File: src/rtl/seg_disp_pkg.sv
// seg_disp_pkg: shared constants for the seven-segment scanner.
// Holds the hex-to-segment patterns, the blank pattern and the segment bit order
// of seg_data = {dp,g,f,e,d,c,b,a}.
package seg_disp_pkg;

    localparam logic [7:0] SEG_OFF = 8'h00;

    localparam int SEG_BIT_A  = 0;
    localparam int SEG_BIT_G  = 6;
    localparam int SEG_BIT_DP = 7;

    // Entry n is the {g,f,e,d,c,b,a} pattern for hex digit n.
    localparam logic [15:0][6:0] HEX7_LUT = {
        7'h71, 7'h79, 7'h5E, 7'h39, 7'h7C, 7'h77, 7'h6F, 7'h7F,
        7'h07, 7'h7D, 7'h6D, 7'h66, 7'h4F, 7'h5B, 7'h06, 7'h3F
    };

    function automatic logic [6:0] hex7(input logic [3:0] nib);
        return HEX7_LUT[nib];
    endfunction

endpackage

File: src/rtl/seg_scan_display_if.sv
// seg_scan_display_if: valid/ready image-update channel into the display scanner.
// The master offers a whole display image; the slave (scanner) accepts it.
interface seg_scan_display_if #(
    parameter int NUM_DIGITS = 8
);
    logic                    upd_valid;
    logic                    upd_ready;
    logic [4*NUM_DIGITS-1:0] upd_value;
    logic [NUM_DIGITS-1:0]   upd_dp;
    logic [NUM_DIGITS-1:0]   upd_blank;
    logic [NUM_DIGITS-1:0]   upd_blink;

    modport master (
        output upd_valid, upd_value, upd_dp, upd_blank, upd_blink,
        input  upd_ready
    );

    modport slave (
        input  upd_valid, upd_value, upd_dp, upd_blank, upd_blink,
        output upd_ready
    );

endinterface

File: src/rtl/seg_hex_decoder.sv
// seg_hex_decoder: one digit worth of segment generation.
// A dark digit is fully off, decimal point included.
module seg_hex_decoder
    import seg_disp_pkg::*;
(
    input  logic [3:0] value,
    input  logic       dp,
    input  logic       dark,
    output logic [7:0] seg
);

    // Map nibble + dp to segments unless the digit is forced dark.
    always_comb begin
        seg = SEG_OFF;
        if (!dark) begin
            seg[SEG_BIT_DP]          = dp;
            seg[SEG_BIT_G:SEG_BIT_A] = hex7(value);
        end
    end

endmodule

File: src/rtl/seg_scan_display.sv
// seg_scan_display: multiplexed seven-segment scanner with its own scan tick,
// blink timebase and a frame-synchronous (tear-free) image update handshake.
// Optional build macro LZ_SUPPRESS_EN enables leading-zero suppression.
module seg_scan_display
    import seg_disp_pkg::*;
#(
    parameter  int NUM_DIGITS   = 8,
    parameter  int SCAN_DIV     = 50000,
    parameter  int BLINK_FRAMES = 125,
    localparam int DIGIT_W      = $clog2(NUM_DIGITS)
) (
    input  logic               clk,
    input  logic               reset,
    seg_scan_display_if.slave  upd,
    output logic [DIGIT_W-1:0] digit,
    output logic [7:0]         seg_data,
    output logic               frame_done
);

    localparam int PRE_W = $clog2(SCAN_DIV);
    localparam int BLK_W = $clog2(BLINK_FRAMES + 1);

    logic [PRE_W-1:0] pre_cnt;
    logic             tick;
    logic             wrap_tick;

    logic [4*NUM_DIGITS-1:0] act_value, pend_value;
    logic [NUM_DIGITS-1:0]   act_dp,    pend_dp;
    logic [NUM_DIGITS-1:0]   act_blank, pend_blank;
    logic [NUM_DIGITS-1:0]   act_blink, pend_blink;
    logic                    pend_full;
    logic                    capture;
    logic                    commit;

    logic [BLK_W-1:0] blink_cnt;
    logic             blink_phase;
    logic             blink_phase_p0;

    // Image, digit and phase that will be on the pins after the next tick.
    logic [4*NUM_DIGITS-1:0] img_value_p0;
    logic [NUM_DIGITS-1:0]   img_dp_p0;
    logic [NUM_DIGITS-1:0]   img_blank_p0;
    logic [NUM_DIGITS-1:0]   img_blink_p0;
    logic [NUM_DIGITS-1:0]   lz_mask_p0;
    logic [NUM_DIGITS-1:0]   dark_p0;
    logic [DIGIT_W-1:0]      digit_p0;
    logic [3:0]              sel_value_p0;
    logic                    sel_dp_p0;
    logic                    sel_dark_p0;
    logic [7:0]              seg_p0;

    assign tick      = (pre_cnt == PRE_W'(SCAN_DIV - 1));
    assign wrap_tick = tick && (digit == DIGIT_W'(NUM_DIGITS - 1));

    // A new image can only be taken while the pending buffer is empty, so a
    // capture never coincides with a commit of the same buffer.
    assign capture       = upd.upd_valid && upd.upd_ready;
    assign commit        = wrap_tick && pend_full;
    assign upd.upd_ready = !pend_full;

    // Prescaler: free-running 0..SCAN_DIV-1, tick on the last count.
    always_ff @(posedge clk or posedge reset) begin
        if (reset) pre_cnt <= '0;
        else if (tick) pre_cnt <= '0;
        else pre_cnt <= pre_cnt + PRE_W'(1);
    end

    // Pending buffer: holds an accepted image until the next frame wrap.
    always_ff @(posedge clk or posedge reset) begin
        if (reset) begin
            pend_full  <= 1'b0;
            pend_value <= '0;
            pend_dp    <= '0;
            pend_blank <= '0;
            pend_blink <= '0;
        end else if (capture) begin
            pend_full  <= 1'b1;
            pend_value <= upd.upd_value;
            pend_dp    <= upd.upd_dp;
            pend_blank <= upd.upd_blank;
            pend_blink <= upd.upd_blink;
        end else if (commit) begin
            pend_full  <= 1'b0;
        end
    end

    // Active image: swapped only at a frame wrap so a frame is never torn.
    always_ff @(posedge clk or posedge reset) begin
        if (reset) begin
            act_value <= '0;
            act_dp    <= '0;
            act_blank <= '1;
            act_blink <= '0;
        end else if (commit) begin
            act_value <= pend_value;
            act_dp    <= pend_dp;
            act_blank <= pend_blank;
            act_blink <= pend_blink;
        end
    end

    // Blink timebase: the phase flips every BLINK_FRAMES frame wraps.
    always_ff @(posedge clk or posedge reset) begin
        if (reset) begin
            blink_cnt   <= '0;
            blink_phase <= 1'b0;
        end else if (wrap_tick) begin
            if (blink_cnt == BLK_W'(BLINK_FRAMES - 1)) begin
                blink_cnt   <= '0;
                blink_phase <= blink_phase_p0;
            end else begin
                blink_cnt   <= blink_cnt + BLK_W'(1);
            end
        end
    end

    // ---- stage p0: next digit, next image, next phase ----
    assign blink_phase_p0 = !blink_phase;

    always_comb begin
        img_value_p0 = commit ? pend_value : act_value;
        img_dp_p0    = commit ? pend_dp    : act_dp;
        img_blank_p0 = commit ? pend_blank : act_blank;
        img_blink_p0 = commit ? pend_blink : act_blink;
        digit_p0     = (digit == DIGIT_W'(NUM_DIGITS - 1)) ? '0 : digit + DIGIT_W'(1);
    end

`ifdef LZ_SUPPRESS_EN
    // Blank zero digits from the top down until a nonzero value or a set dp.
    function automatic logic [NUM_DIGITS-1:0] lz_mask_f(
        input logic [4*NUM_DIGITS-1:0] val,
        input logic [NUM_DIGITS-1:0]   dps
    );
        logic [NUM_DIGITS-1:0] m;
        logic                  run;
        m   = '0;
        run = 1'b1;
        for (int i = NUM_DIGITS - 1; i >= 1; i--) begin
            if (run && (val[4*i +: 4] == 4'd0) && !dps[i]) m[i] = 1'b1;
            else run = 1'b0;
        end
        return m;
    endfunction

    assign lz_mask_p0 = lz_mask_f(img_value_p0, img_dp_p0);
`else
    assign lz_mask_p0 = '0;
`endif

    // Blink uses the phase valid for the frame the next digit belongs to.
    always_comb begin
        dark_p0      = img_blank_p0 | lz_mask_p0
                     | (img_blink_p0 & {NUM_DIGITS{wrap_tick ? (blink_cnt == BLK_W'(BLINK_FRAMES - 1)) ^ blink_phase
                                                             : blink_phase}});
        sel_value_p0 = img_value_p0[{digit_p0, 2'b00} +: 4];
        sel_dp_p0    = img_dp_p0[digit_p0];
        sel_dark_p0  = dark_p0[digit_p0];
    end

    seg_hex_decoder u_dec (
        .value (sel_value_p0),
        .dp    (sel_dp_p0),
        .dark  (sel_dark_p0),
        .seg   (seg_p0)
    );

    // ---- stage p1: registered digit select, segments and frame pulse ----
    always_ff @(posedge clk or posedge reset) begin
        if (reset) begin
            digit      <= '0;
            seg_data   <= SEG_OFF;
            frame_done <= 1'b0;
        end else begin
            frame_done <= wrap_tick;
            if (tick) begin
                digit    <= digit_p0;
                seg_data <= seg_p0;
            end
        end
    end

endmodule

File: src/flat_wrapper.sv
// flat-port wrapper written by rule: the top's interface ports become plain ports
module seg_scan_display_flat import seg_disp_pkg::*;
#(
    parameter  int NUM_DIGITS   = 8,
    parameter  int SCAN_DIV     = 50000,
    parameter  int BLINK_FRAMES = 125,
    localparam int DIGIT_W      = $clog2(NUM_DIGITS)
)
  (clk, reset, digit, seg_data, frame_done, upd_upd_valid, upd_upd_value, upd_upd_dp, upd_upd_blank, upd_upd_blink, upd_upd_ready);
  seg_scan_display_if #(.NUM_DIGITS(NUM_DIGITS)) upd_i ();
  input  logic clk;
  input  logic reset;
  output logic [DIGIT_W-1:0] digit;
  output logic [7:0] seg_data;
  output logic frame_done;
  input wire logic [$bits(upd_i.upd_valid)-1:0] upd_upd_valid;
  input wire logic [$bits(upd_i.upd_value)-1:0] upd_upd_value;
  input wire logic [$bits(upd_i.upd_dp)-1:0] upd_upd_dp;
  input wire logic [$bits(upd_i.upd_blank)-1:0] upd_upd_blank;
  input wire logic [$bits(upd_i.upd_blink)-1:0] upd_upd_blink;
  output wire logic [$bits(upd_i.upd_ready)-1:0] upd_upd_ready;
  assign upd_i.upd_valid = upd_upd_valid;
  assign upd_i.upd_value = upd_upd_value;
  assign upd_i.upd_dp = upd_upd_dp;
  assign upd_i.upd_blank = upd_upd_blank;
  assign upd_i.upd_blink = upd_upd_blink;
  assign upd_upd_ready = upd_i.upd_ready;
  seg_scan_display #(.NUM_DIGITS(NUM_DIGITS), .SCAN_DIV(SCAN_DIV), .BLINK_FRAMES(BLINK_FRAMES)) u_core (.clk(clk), .reset(reset), .upd(upd_i), .digit(digit), .seg_data(seg_data), .frame_done(frame_done));
endmodule
File: config.mk
export PLATFORM = sky130hd
export DESIGN_NAME = seg_scan_display_flat
export DESIGN_NICKNAME = d
export VERILOG_FILES = /design/src/rtl/seg_disp_pkg.sv /design/src/rtl/seg_scan_display_if.sv /design/src/rtl/seg_hex_decoder.sv /design/src/rtl/seg_scan_display.sv /design/src/flat_wrapper.sv
export SDC_FILE = /design/constraint.sdc
export NUM_CORES = 1
export LEC_CHECK = 0
export CORE_MARGIN = 4
export CORE_UTILIZATION = 50
export DETAILED_ROUTE_END_ITERATION = 16
export PLACE_DENSITY_LB_ADDON = 0.25
export SLEW_MARGIN = 20
export SYNTH_ARGS = -nofsm -noshare
export SYNTH_HDL_FRONTEND = slang
export SYNTH_HIERARCHICAL = 1
export SYNTH_SLANG_ARGS = --single-unit
export TNS_END_PERCENT = 50
File: constraint.sdc
create_clock -name clk -period 11.8 [get_ports clk]
set_input_delay 2.95 -clock clk [delete_from_list [all_inputs] [get_ports clk]]
set_output_delay 2.95 -clock clk [all_outputs]
set_load 0.03 [all_outputs]
==> summary.txt <==
CTS
  • Hold buffer count at CTS: 0
  • CTS tree: done
  • TritonCTS Buffers: 17
  • Clk buf depth: 2
  • Clock transition at path regs: 60 ps
  • Clk sink count: 149
  • Root buffer cell: clkbuf_16
  • Postcts setup bufs: 0
  • Clock Latency Late Sink: 420 ps
  • H-tree levels: 4
  • Post-cts repair resize count: 0

Logic synthesis
  • Synth Area per Inst: 10.4 µm²
  • Synth Flop Type: dfrtp_1
  • Sequential area share after synthesis: 55.0%
  • Top-area cell type share of the netlist area: 51.9%
  • Synth Warn #: 6
  • Synth top area cells: dfrtp_1 52%, mux2_2 10%, nand2_1 10%
  • Netlist Area Pre-Place: 6800 µm²
  • Mapped Nets: 722
  • Cells after Synth: 652
  • Post-synthesis async set-or-reset flop share: 100%
  • Cell taking the most area after synthesis: dfrtp_1
  • Netlist cell types: 59
  • Yosys reg bits: 149
  • Post-synth EDFFs: 0

Pwr
  • Max IR drop VDD: 0.0918 mV
  • Leakage power total: 0.00392 µW
  • Cell area power density: 146 nW/µm²

Die
  • Die W: 125 µm
  • Num rows: 42
  • Core Region: 13300 µm²
  • Die area: 15500 µm²
  • Die height: 125 µm
  • Ports: 72
  • Starting Density: 51.1%

Routing
  • Initial DRC Count: 386
  • Vias per Instance: 5.53
  • Vias: 4992
  • TritonRoute pass-1 iters: 5
  • Final wirelength: 15000 µm
  • Antenna-violating nets left: 0
  • Drt wl/cell: 16.6 µm
  • DRC errors left: 0

STA
  • Relative slew slack: 31.8%
  • Fin Setup TNS: 0 ps
  • Slew Viols, Final: 0
  • Final setup viols: 0
  • RSZ-0062 raised after global routing: no
  • Max Fclk: 0.202 GHz
  • Worst hold slack: 463 ps
  • Final Skew: 10.6 ps
  • Minimum clock period: 4940 ps
  • Least-Margin Pin Slew: 1020 ps
  • Fin crit share: 41.9%
  • Final hold viol count: 0

Cells and area
  • Most frequent cells in the layout: 185 x nand2_1, 141 x dfrtp_1, 71 x clkdlybuf4s50_1
  • Commonest non-fill, non-tap cell in the layout: nand2_1
  • # fillers: 1087
  • Cell Count, Final, Fillers Out: 902
  • Nets: 784
  • Layout cells sized above 1: 16.5%
  • Synthesis-to-finish area growth: 22.1%
  • ANT cells: 0

Run
  • Maxcap violations: 0

Worst setup path
  • WP depth: 13
  • Critical path buffer and inverter count: 2
  • Reg2reg path depth: 13
  • Req. time, crit path: 12160 ps
  • Worst-path cell chain: or4b_1, nor4_4, nand2_2, mux2_2, mux2i_1, a221oi_1, inv_1, ha_1, inv_1, mux4_2, nor2_1, nand2_1, nand2_1
  • CP Launch Type: flip-flop
  • Worst EP arrival: 5310 ps
  • Max incr delay on CP: 900 ps
  • Worst setup EP type: flip-flop
  • CP max FO: 19
  • Slowest stage cell, crit path: a221oi_1
  • Critical path class: flip-flop to flip-flop
  • Top Family by Delay on Critical Path: simple AND/OR/NAND/NOR gates

GRT
  • Total global routing overflow: 0
  • GRT Total Usage: 20.4%
  • Initial antenna violation count: 0
  • First-pass GRT wire length: 25500 µm
  • Vias in the first global route: 5130
  • Largest net degree at the start of global routing: 83

Place
  • Placed cells: 871
  • PortBufs: 71
  • Routability cong.: 0.856
  • Post-DP HPWL: 10100 µm

Run status
  • Status: complete, no violations

Worst hold path
  • Worst hold stages: 1
  • HP Class: flip-flop to flip-flop
[logic make-up after synthesis]
group	share of synthesized area (%)
compound gates	7.35
simple gates	19.1
buf+inv	2.72
fa+ha+maj	2.03
mux	12.3
flops	55.0
xor+xnor	1.55
[cell type report]
class / instances / area [µm²] / share of cell area (%)
timing repair buffer: 76 / 748 / 9.02
tap: 176 / 220 / 2.65
clock inverter: 11 / 221 / 2.67
multi-input combinational: 462 / 2880 / 34.7
inverter: 8 / 35.0 / 0.422
clock buffer: 20 / 457 / 5.50
sequential: 149 / 3740 / 45.0
[power breakdown]
part           total (µW)  internal (µW)  switching (µW)
Sequential            548            534            13.8
Clock                 613            408             205
Combinational        51.3           33.2            18.1
Total                1210            975             237
[state kept, by name (all words and copies together) (netlist names)]
register            count
u_core/pend_dp          8
u_core/act_value       32
u_core/pend_value      32
u_core/seg_data         8
u_core/digit            3
u_core/blink_phase      1
u_core/act_blink        8
u_core/pend_full        1
u_core/act_blank        8
u_core/blink_cnt        7
u_core/pre_cnt         16
u_core/frame_done       1
u_core/pend_blink       8
u_core/pend_blank       8
u_core/act_dp           8
[worst register-to-register path, delay by kind of cell (launching register included)]
kind	cells	cell delay [ps]
fa+ha+maj	1	360
mux	3	870
simple gates	6	2070
buf+inv	2	290
flops	1	420
compound gates	1	900
[path summary, 6_finish.rpt]
kind,from,to,slack (ps)
worst max-delay path,u_core/pre_cnt[11]$_DFF_PP0_,u_core/seg_data[3]$_DFFE_PP0N_,6860
max in group asynchronous,reset,u_core/act_blink[2]$_DFF_PP0_,7420
min in group asynchronous,reset,u_core/pend_value[8]$_DFFE_PP0P_,3040
worst min register to register,u_core/pre_cnt[0]$_DFF_PP0_,u_core/pre_cnt[0]$_DFF_PP0_,460
worst min-delay path,u_core/pre_cnt[0]$_DFF_PP0_,u_core/pre_cnt[0]$_DFF_PP0_,460
worst max register to register,u_core/pre_cnt[11]$_DFF_PP0_,u_core/seg_data[3]$_DFFE_PP0N_,6860
[routing by layer]
layer / global-route usage [%] / share of wire (%)
met2: 32.0 / 48
met3: 4.80 / 4.3
met5: 0 / 0
met4: 8.96 / 2.6
met1: 27.0 / 45
[Yosys cell counts, types with 7 or more instances]
library cell / number
mux2i_1: 9
dfstp_2: 8
inv_1: 8
buf_2: 7
nor3_1: 7
a21oi_1: 8
xor2_1: 9
nor2b_1: 7
nand2_1: 185
dfrtp_1: 141
o21ai_0: 18
nand3_1: 26
clkbuf_1: 19
ha_1: 11
mux2_2: 62
nor2_1: 33
[metrics by stage]
step                power, µW  setup WS [ps]  util [%]  area, µm²
global route             1260           6620      62.4       8300
finish                   1210           6860      62.4       8300
global placement          606           6850      57.3       7620
detailed placement        609           6800      57.3       7620
CTS                      1230           6890      62.4       8300
floorplan                 578           4860         -       6800
(Power assumes the default switching activity.)
